**src/rtl/instruction_sequencer_if.sv**
```systemverilog
// Instruction-fetch and data-memory handshake bundle between the sequencer (master) and memory (slave).
// Request lines are driven by the sequencer; valid/done pulses are returned by memory.
interface instruction_sequencer_if #(
    parameter int PC_WIDTH = 32
);
    logic                imem_req;
    logic [PC_WIDTH-1:0] imem_addr;
    logic                imem_valid;
    logic [31:0]         imem_data;
    logic                dmem_req;
    logic                dmem_done;

    modport master (
        output imem_req, imem_addr, dmem_req,
        input  imem_valid, imem_data, dmem_done
    );

    modport slave (
        input  imem_req, imem_addr, dmem_req,
        output imem_valid, imem_data, dmem_done
    );
endinterface

```
**src/rtl/instruction_sequencer.sv**
```systemverilog
// Multi-cycle fetch/decode/memory/update sequencer feeding the register-file control block.
// Stalls in IFETCH until imem_valid and in MEMORY (LOAD/STORE) until dmem_done; HALT is absorbing until reset.
module instruction_sequencer #(
    parameter int                  PC_WIDTH = 32,
    parameter logic [PC_WIDTH-1:0] RESET_PC = '0
) (
    input  logic                    clk,
    input  logic                    rst,
    instruction_sequencer_if.master mem,
    input  logic [31:0]             jump_condition,
    input  logic [31:0]             jump_target,
    output logic [2:0]              stage,
    output logic [4:0]              current_instruction_type,
    output logic [4:0]              reg_dst,
    output logic [4:0]              reg_src0,
    output logic [4:0]              reg_src1,
    output logic [31:0]             imm,
    output logic [PC_WIDTH-1:0]     pc,
    output logic                    halted,
    output logic [31:0]             retired_count
);
    typedef enum logic [2:0] {
        STAGE_IFETCH          = 3'd0,
        STAGE_DECODE          = 3'd1,
        STAGE_MEMORY          = 3'd2,
        STAGE_REGISTER_UPDATE = 3'd3,
        STAGE_UPDATE_PC       = 3'd4,
        STAGE_HALTED          = 3'd5
    } stage_e;

    localparam logic [4:0] TYPE_LOAD  = 5'd2;
    localparam logic [4:0] TYPE_STORE = 5'd3;
    localparam logic [4:0] TYPE_JUMP  = 5'd5;
    localparam logic [4:0] TYPE_HALT  = 5'd6;

    stage_e              stage_q;
    logic [PC_WIDTH-1:0] pc_q;
    logic [PC_WIDTH-1:0] pc_d;
    logic [31:0]         ir_q;
    logic [31:0]         retired_q;
    logic                halted_q;
    logic                dmem_req_q;
    logic                is_mem;
    logic                take_jump;

    assign is_mem    = (ir_q[4:0] == TYPE_LOAD) || (ir_q[4:0] == TYPE_STORE);
    assign take_jump = (ir_q[4:0] == TYPE_JUMP) && (jump_condition != 32'd0);

    // Codes 7..31 fall through every stage with no side effects, i.e. they behave as NO_OP.
    always_comb begin
        pc_d = pc_q + {{(PC_WIDTH-1){1'b0}}, 1'b1};
        if (take_jump) begin
            pc_d = jump_target[PC_WIDTH-1:0];
        end
    end

    always_ff @(posedge clk) begin
        if (rst) begin
            stage_q    <= STAGE_IFETCH;
            pc_q       <= RESET_PC;
            ir_q       <= '0;
            retired_q  <= '0;
            halted_q   <= 1'b0;
            dmem_req_q <= 1'b0;
        end else begin
            case (stage_q)
                STAGE_IFETCH: begin
                    if (mem.imem_valid) begin
                        ir_q    <= mem.imem_data;
                        stage_q <= STAGE_DECODE;
                    end
                end
                STAGE_DECODE: begin
                    if (ir_q[4:0] == TYPE_HALT) begin
                        stage_q  <= STAGE_HALTED;
                        halted_q <= 1'b1;
                    end else begin
                        stage_q    <= STAGE_MEMORY;
                        dmem_req_q <= is_mem;
                    end
                end
                STAGE_MEMORY: begin
                    // dmem_req stays up through the cycle dmem_done is sampled, then drops.
                    if (!is_mem || mem.dmem_done) begin
                        stage_q    <= STAGE_REGISTER_UPDATE;
                        dmem_req_q <= 1'b0;
                    end
                end
                STAGE_REGISTER_UPDATE: begin
                    stage_q <= STAGE_UPDATE_PC;
                end
                STAGE_UPDATE_PC: begin
                    pc_q      <= pc_d;
                    retired_q <= retired_q + 32'd1;
                    stage_q   <= STAGE_IFETCH;
                end
                STAGE_HALTED: begin
                    stage_q <= STAGE_HALTED;
                end
                default: begin
                    stage_q <= STAGE_IFETCH;
                end
            endcase
        end
    end

    assign mem.imem_req  = (stage_q == STAGE_IFETCH);
    assign mem.imem_addr = pc_q;
    assign mem.dmem_req  = dmem_req_q;

    assign stage                    = stage_q;
    assign current_instruction_type = ir_q[4:0];
    assign reg_dst                  = ir_q[9:5];
    assign reg_src0                 = ir_q[14:10];
    assign reg_src1                 = ir_q[19:15];
    assign imm                      = {15'b0, ir_q[31:15]};
    assign pc                       = pc_q;
    assign halted                   = halted_q;
    assign retired_count            = retired_q;
endmodule

```
**src/flat_wrapper.sv**
```systemverilog
// flat-port wrapper written by rule: the top's interface ports become plain ports
module instruction_sequencer_flat 
#(
    parameter int                  PC_WIDTH = 32,
    parameter logic [PC_WIDTH-1:0] RESET_PC = '0
)
  (clk, rst, jump_condition, jump_target, stage, current_instruction_type, reg_dst, reg_src0, reg_src1, imm, pc, halted, retired_count, mem_imem_req, mem_imem_addr, mem_dmem_req, mem_imem_valid, mem_imem_data, mem_dmem_done);
  instruction_sequencer_if #(.PC_WIDTH(PC_WIDTH)) mem_i ();
  input  logic clk;
  input  logic rst;
  input  logic [31:0] jump_condition;
  input  logic [31:0] jump_target;
  output logic [2:0] stage;
  output logic [4:0] current_instruction_type;
  output logic [4:0] reg_dst;
  output logic [4:0] reg_src0;
  output logic [4:0] reg_src1;
  output logic [31:0] imm;
  output logic [PC_WIDTH-1:0] pc;
  output logic halted;
  output logic [31:0] retired_count;
  output wire logic [$bits(mem_i.imem_req)-1:0] mem_imem_req;
  output wire logic [$bits(mem_i.imem_addr)-1:0] mem_imem_addr;
  output wire logic [$bits(mem_i.dmem_req)-1:0] mem_dmem_req;
  input wire logic [$bits(mem_i.imem_valid)-1:0] mem_imem_valid;
  input wire logic [$bits(mem_i.imem_data)-1:0] mem_imem_data;
  input wire logic [$bits(mem_i.dmem_done)-1:0] mem_dmem_done;
  assign mem_imem_req = mem_i.imem_req;
  assign mem_imem_addr = mem_i.imem_addr;
  assign mem_dmem_req = mem_i.dmem_req;
  assign mem_i.imem_valid = mem_imem_valid;
  assign mem_i.imem_data = mem_imem_data;
  assign mem_i.dmem_done = mem_dmem_done;
  instruction_sequencer #(.PC_WIDTH(PC_WIDTH), .RESET_PC(RESET_PC)) u_core (.clk(clk), .rst(rst), .mem(mem_i), .jump_condition(jump_condition), .jump_target(jump_target), .stage(stage), .current_instruction_type(current_instruction_type), .reg_dst(reg_dst), .reg_src0(reg_src0), .reg_src1(reg_src1), .imm(imm), .pc(pc), .halted(halted), .retired_count(retired_count));
endmodule
```
**config.mk**
```make
export PLATFORM = sky130hd
export DESIGN_NAME = instruction_sequencer_flat
export DESIGN_NICKNAME = d
export VERILOG_FILES = /design/src/rtl/instruction_sequencer_if.sv /design/src/rtl/instruction_sequencer.sv /design/src/flat_wrapper.sv
export SDC_FILE = /design/constraint.sdc
export NUM_CORES = 1
export LEC_CHECK = 0
export BUFFER_PORTS_ARGS = -buffer_cell sky130_fd_sc_hd__buf_4
export CORE_MARGIN = 5
export CORE_UTILIZATION = 50
export DETAILED_ROUTE_END_ITERATION = 10
export GPL_ROUTABILITY_DRIVEN = 0
export PLACE_DENSITY = 0.84
export SETUP_SLACK_MARGIN = 0.2
export SLEW_MARGIN = 10
export SYNTH_ARGS = -nofsm -noshare
export SYNTH_HDL_FRONTEND = slang
export SYNTH_SLANG_ARGS = --single-unit
```
**constraint.sdc**
```tcl
create_clock -name clk -period 3.28 [get_ports clk]
set_input_delay 0.656 -clock clk [delete_from_list [all_inputs] [get_ports clk]]
set_output_delay 0.656 -clock clk [all_outputs]
set_load 0.05 [all_outputs]
```
==> flow_summary.json <==
{
  "arrival_ns": 2.77,
  "core_area_um2": 10900,
  "grt_pass1_vias": 5619,
  "cts_buffers": 9,
  "vias": 5865,
  "r2r_slack_ns": 0.79,
  "finalSetupViolCount": 0,
  "drc": 0,
  "hold_viol": 0,
  "postCtsSetupRepairBufs": 0,
  "hold_start": "u_core.ir_q[23]",
  "synth_edf_count": 0,
  "fin_area_um2": 7330,
  "tritoncts": "done",
  "netlist_area_um2": 5580,
  "ios": 254,
  "min_period_ns": 2.49,
  "timing.critical_path.to": "u_core.mem.imem_addr[28]",
  "synth_seq_area_share_pct": 36.3,
  "postSynthAreaPerCell_um2": 7.91,
  "hold_buffers": 0,
  "stdcell_count": 1026,
  "n_fill_cell": 916,
  "final_util_pct": 67.3,
  "p_leak_nw": 3.04,
  "numClockSinks": 101,
  "cts-root-buf": "clkbuf_8",
  "die_x_um": 116,
  "r2r_end": "u_core.mem.imem_addr[28]",
  "die_area_um2": 13400,
  "placed_area_um2": 7110,
  "area_growth_pct": 31.4,
  "rsz0062_at_grt": "no",
  "antenna_found_initial": 0,
  "drt_iter0_markers": 456,
  "synth_area_leader_cell": "dfxtp_1",
  "reg2reg_depth": 6,
  "power-per-cell-area_nw_per_um2": 409,
  "grt_pass1_wl_um": 27600,
  "avgRoutedWirePerCell_um": 17.0,
  "clk_pin_slew_worst_paths_ns": 0.10,
  "cts_max_level": 3,
  "synth_common_cells": "102 x nand2_1, 101 x dfxtp_1, 52 x buf_4, 49 x a21oi_1, 46 x nor2_1",
  "final.setup.tns_ns": 0,
  "status": "finished, final reports clean",
  "start_util_pct": 51.2,
  "grt_max_degree": 65,
  "synth_top_area_share_pct": 36.3,
  "synth_cells": 705,
  "cp_max_fo": 8,
  "worstSetupPathType": "reg -> reg",
  "nets": 984,
  "yosys_warnings": 0,
  "crit_start": "u_core.mem.imem_addr[1]",
  "critPathLaunchType": "flip-flop",
  "ant_nets": 0,
  "gr-usage-all-layers_pct": 25.5,
  "dp_hpwl_um": 12900,
  "drv_slew": 0,
  "die_h_um": 116,
  "cts-resized-gates": 0,
  "first_pass_iters": 5,
  "cts.path.max_buffers": 2,
  "finClkSkew_ns": 0.0101,
  "dominantRegCellSynth": "dfxtp_1",
  "p_total_mw": 3.00,
  "grt_overflow": 0,
  "post-route-period-util_pct": 76.0,
  "diodes": 0,
  "irDropWorstVdd_mv": 0.442,
  "ys_ff_latch": 101,
  "tightest_slew_ns": 0.786,
  "yosys-top-cells-area": "dfxtp_1 36%, buf_4 7.0%, nand2_1 6.9%, a21oi_1 4.4%, nand3_1 3.8%",
  "synth_cell_type_count": 66,
  "cap_viol_max_count": 0,
  "min_path_type": "reg -> reg",
  "port_buffers": 238,
  "synth_async_sr_flop_share_pct": 0,
  "crit_required_ns": 3.56,
  "slew-limit-headroom_pct": 47.6,
  "clkLatencyLatePin_ns": 0.38,
  "max_freq_mhz": 401,
  "critPathCaptureType": "flip-flop",
  "rr_startpoint": "u_core.mem.imem_addr[1]",
  "dp.cells": 1011,
  "rows": 38,
  "wirelength_um": 17400,
  "drive_gt1_share_pct": 32.4,
  "synthMostInstantiatedCell": "nand2_1",
  "viasPerCell": 5.72
}
## cell families after synthesis
| kind of cell | Yosys count | synth area share [%] |
|---|---|---|
| other | 1 | 0.0673 |
| buffers and inverters | 115 | 11.6 |
| muxes | 13 | 2.40 |
| AOI/OAI and AO/OA | 132 | 16.2 |
| xor gates and xnor gates | 21 | 3.30 |
| adders and majority gates | 2 | 0.449 |
| and+or+nand+nor | 320 | 29.7 |
| DFF | 101 | 36.3 |
## through the flow
stage          worst slack [ns]  hold slack (ns)
4_1_cts                   0.793            0.462
5_1_grt                   0.628            0.479
2_1_floorplan             0.476            0.673
3_5_place_dp              0.454            0.447
6_report                  0.786            0.461
3_3_place_gp              0.482            0.442
## layer usage
layer	vias up	global-route usage, %	share of wire (%)
li1	2836	-	-
met1	2750	30.8	39
met2	251	42.1	48
met3	28	9.24	11
met4	0	8.61	2.0
met5	-	0	0
## power breakdown
part	switching (mW)	internal (mW)	leakage (nW)	total, mW
clock network	0.461	0.435	0.112	0.896
logic	0.503	0.244	2.10	0.747
registers	0.0700	1.28	0.820	1.35
total	1.03	1.96	3.04	3.00
## state kept, by name, indices dropped and copies added (netlist names)
| name | count |
|---|---|
| u_core.mem.dmem_req | 1 |
| u_core.halted | 1 |
| u_core.ir_q | 32 |
| u_core.stage | 3 |
| u_core.retired_count | 32 |
| u_core.mem.imem_addr | 32 |
## layout by cell type, fill, tap and decap left out, types with 6 or more instances in the layout
| master | Yosys | routed |
|---|---|---|
| o32ai_1 | 10 | 10 |
| xnor2_1 | 15 | 15 |
| o311ai_0 | 6 | 6 |
| nor2b_1 | 7 | 7 |
| o21ai_0 | 11 | 11 |
| clkbuf_8 | 0 | 9 |
| and3_1 | 11 | 11 |
| xor2_1 | 6 | 6 |
| or2_2 | 10 | 10 |
| a21oi_1 | 49 | 49 |
| nor3_1 | 18 | 18 |
| nor2_1 | 46 | 46 |
| a31oi_1 | 12 | 12 |
| o41ai_1 | 6 | 6 |
| or4_1 | 10 | 10 |
| mux2i_1 | 10 | 10 |
| nand3_1 | 42 | 42 |
| nand4_1 | 18 | 18 |
| a2bb2oi_1 | 10 | 10 |
| nor4_1 | 21 | 21 |
| dfxtp_1 | 101 | 101 |
| nand2_1 | 102 | 102 |
| buf_4 | 52 | 248 |
| inv_1 | 18 | 18 |
| or3_1 | 11 | 11 |
| conb_1 | 1 | 15 |
| o211ai_1 | 6 | 6 |
## worst max-delay path: stages, from the launching register on
cell and delay (ns):
dfxtp_1 0.50, ha_1 0.27, nand3_1 0.21, or4_1 0.63, nor4_1 0.52, or3b_2 0.20, nand3_1 0.06
## worst min path at each step
stage	end	slack [ns]	cells past startpoint
2_1_floorplan	u_core.ir_q[31]	0.67	2
3_5_place_dp	u_core.ir_q[30]	0.45	2
6_report	u_core.ir_q[23]	0.46	2
5_1_grt	u_core.ir_q[7]	0.48	3
3_3_place_gp	u_core.ir_q[28]	0.44	2
4_1_cts	u_core.ir_q[30]	0.46	2
## cell type report
cell class,count,area (um^2),area share (%)
Clock buffer,9,124,1.69
Clock inverter,6,93.8,1.28
Inverter,18,67.6,0.922
Multi-Input combinational cell,503,2960,40.4
Sequential cell,101,2020,27.6
Tap cell,140,175,2.39
Timing Repair Buffer,249,1880,25.7
(Power assumes the default switching activity.)
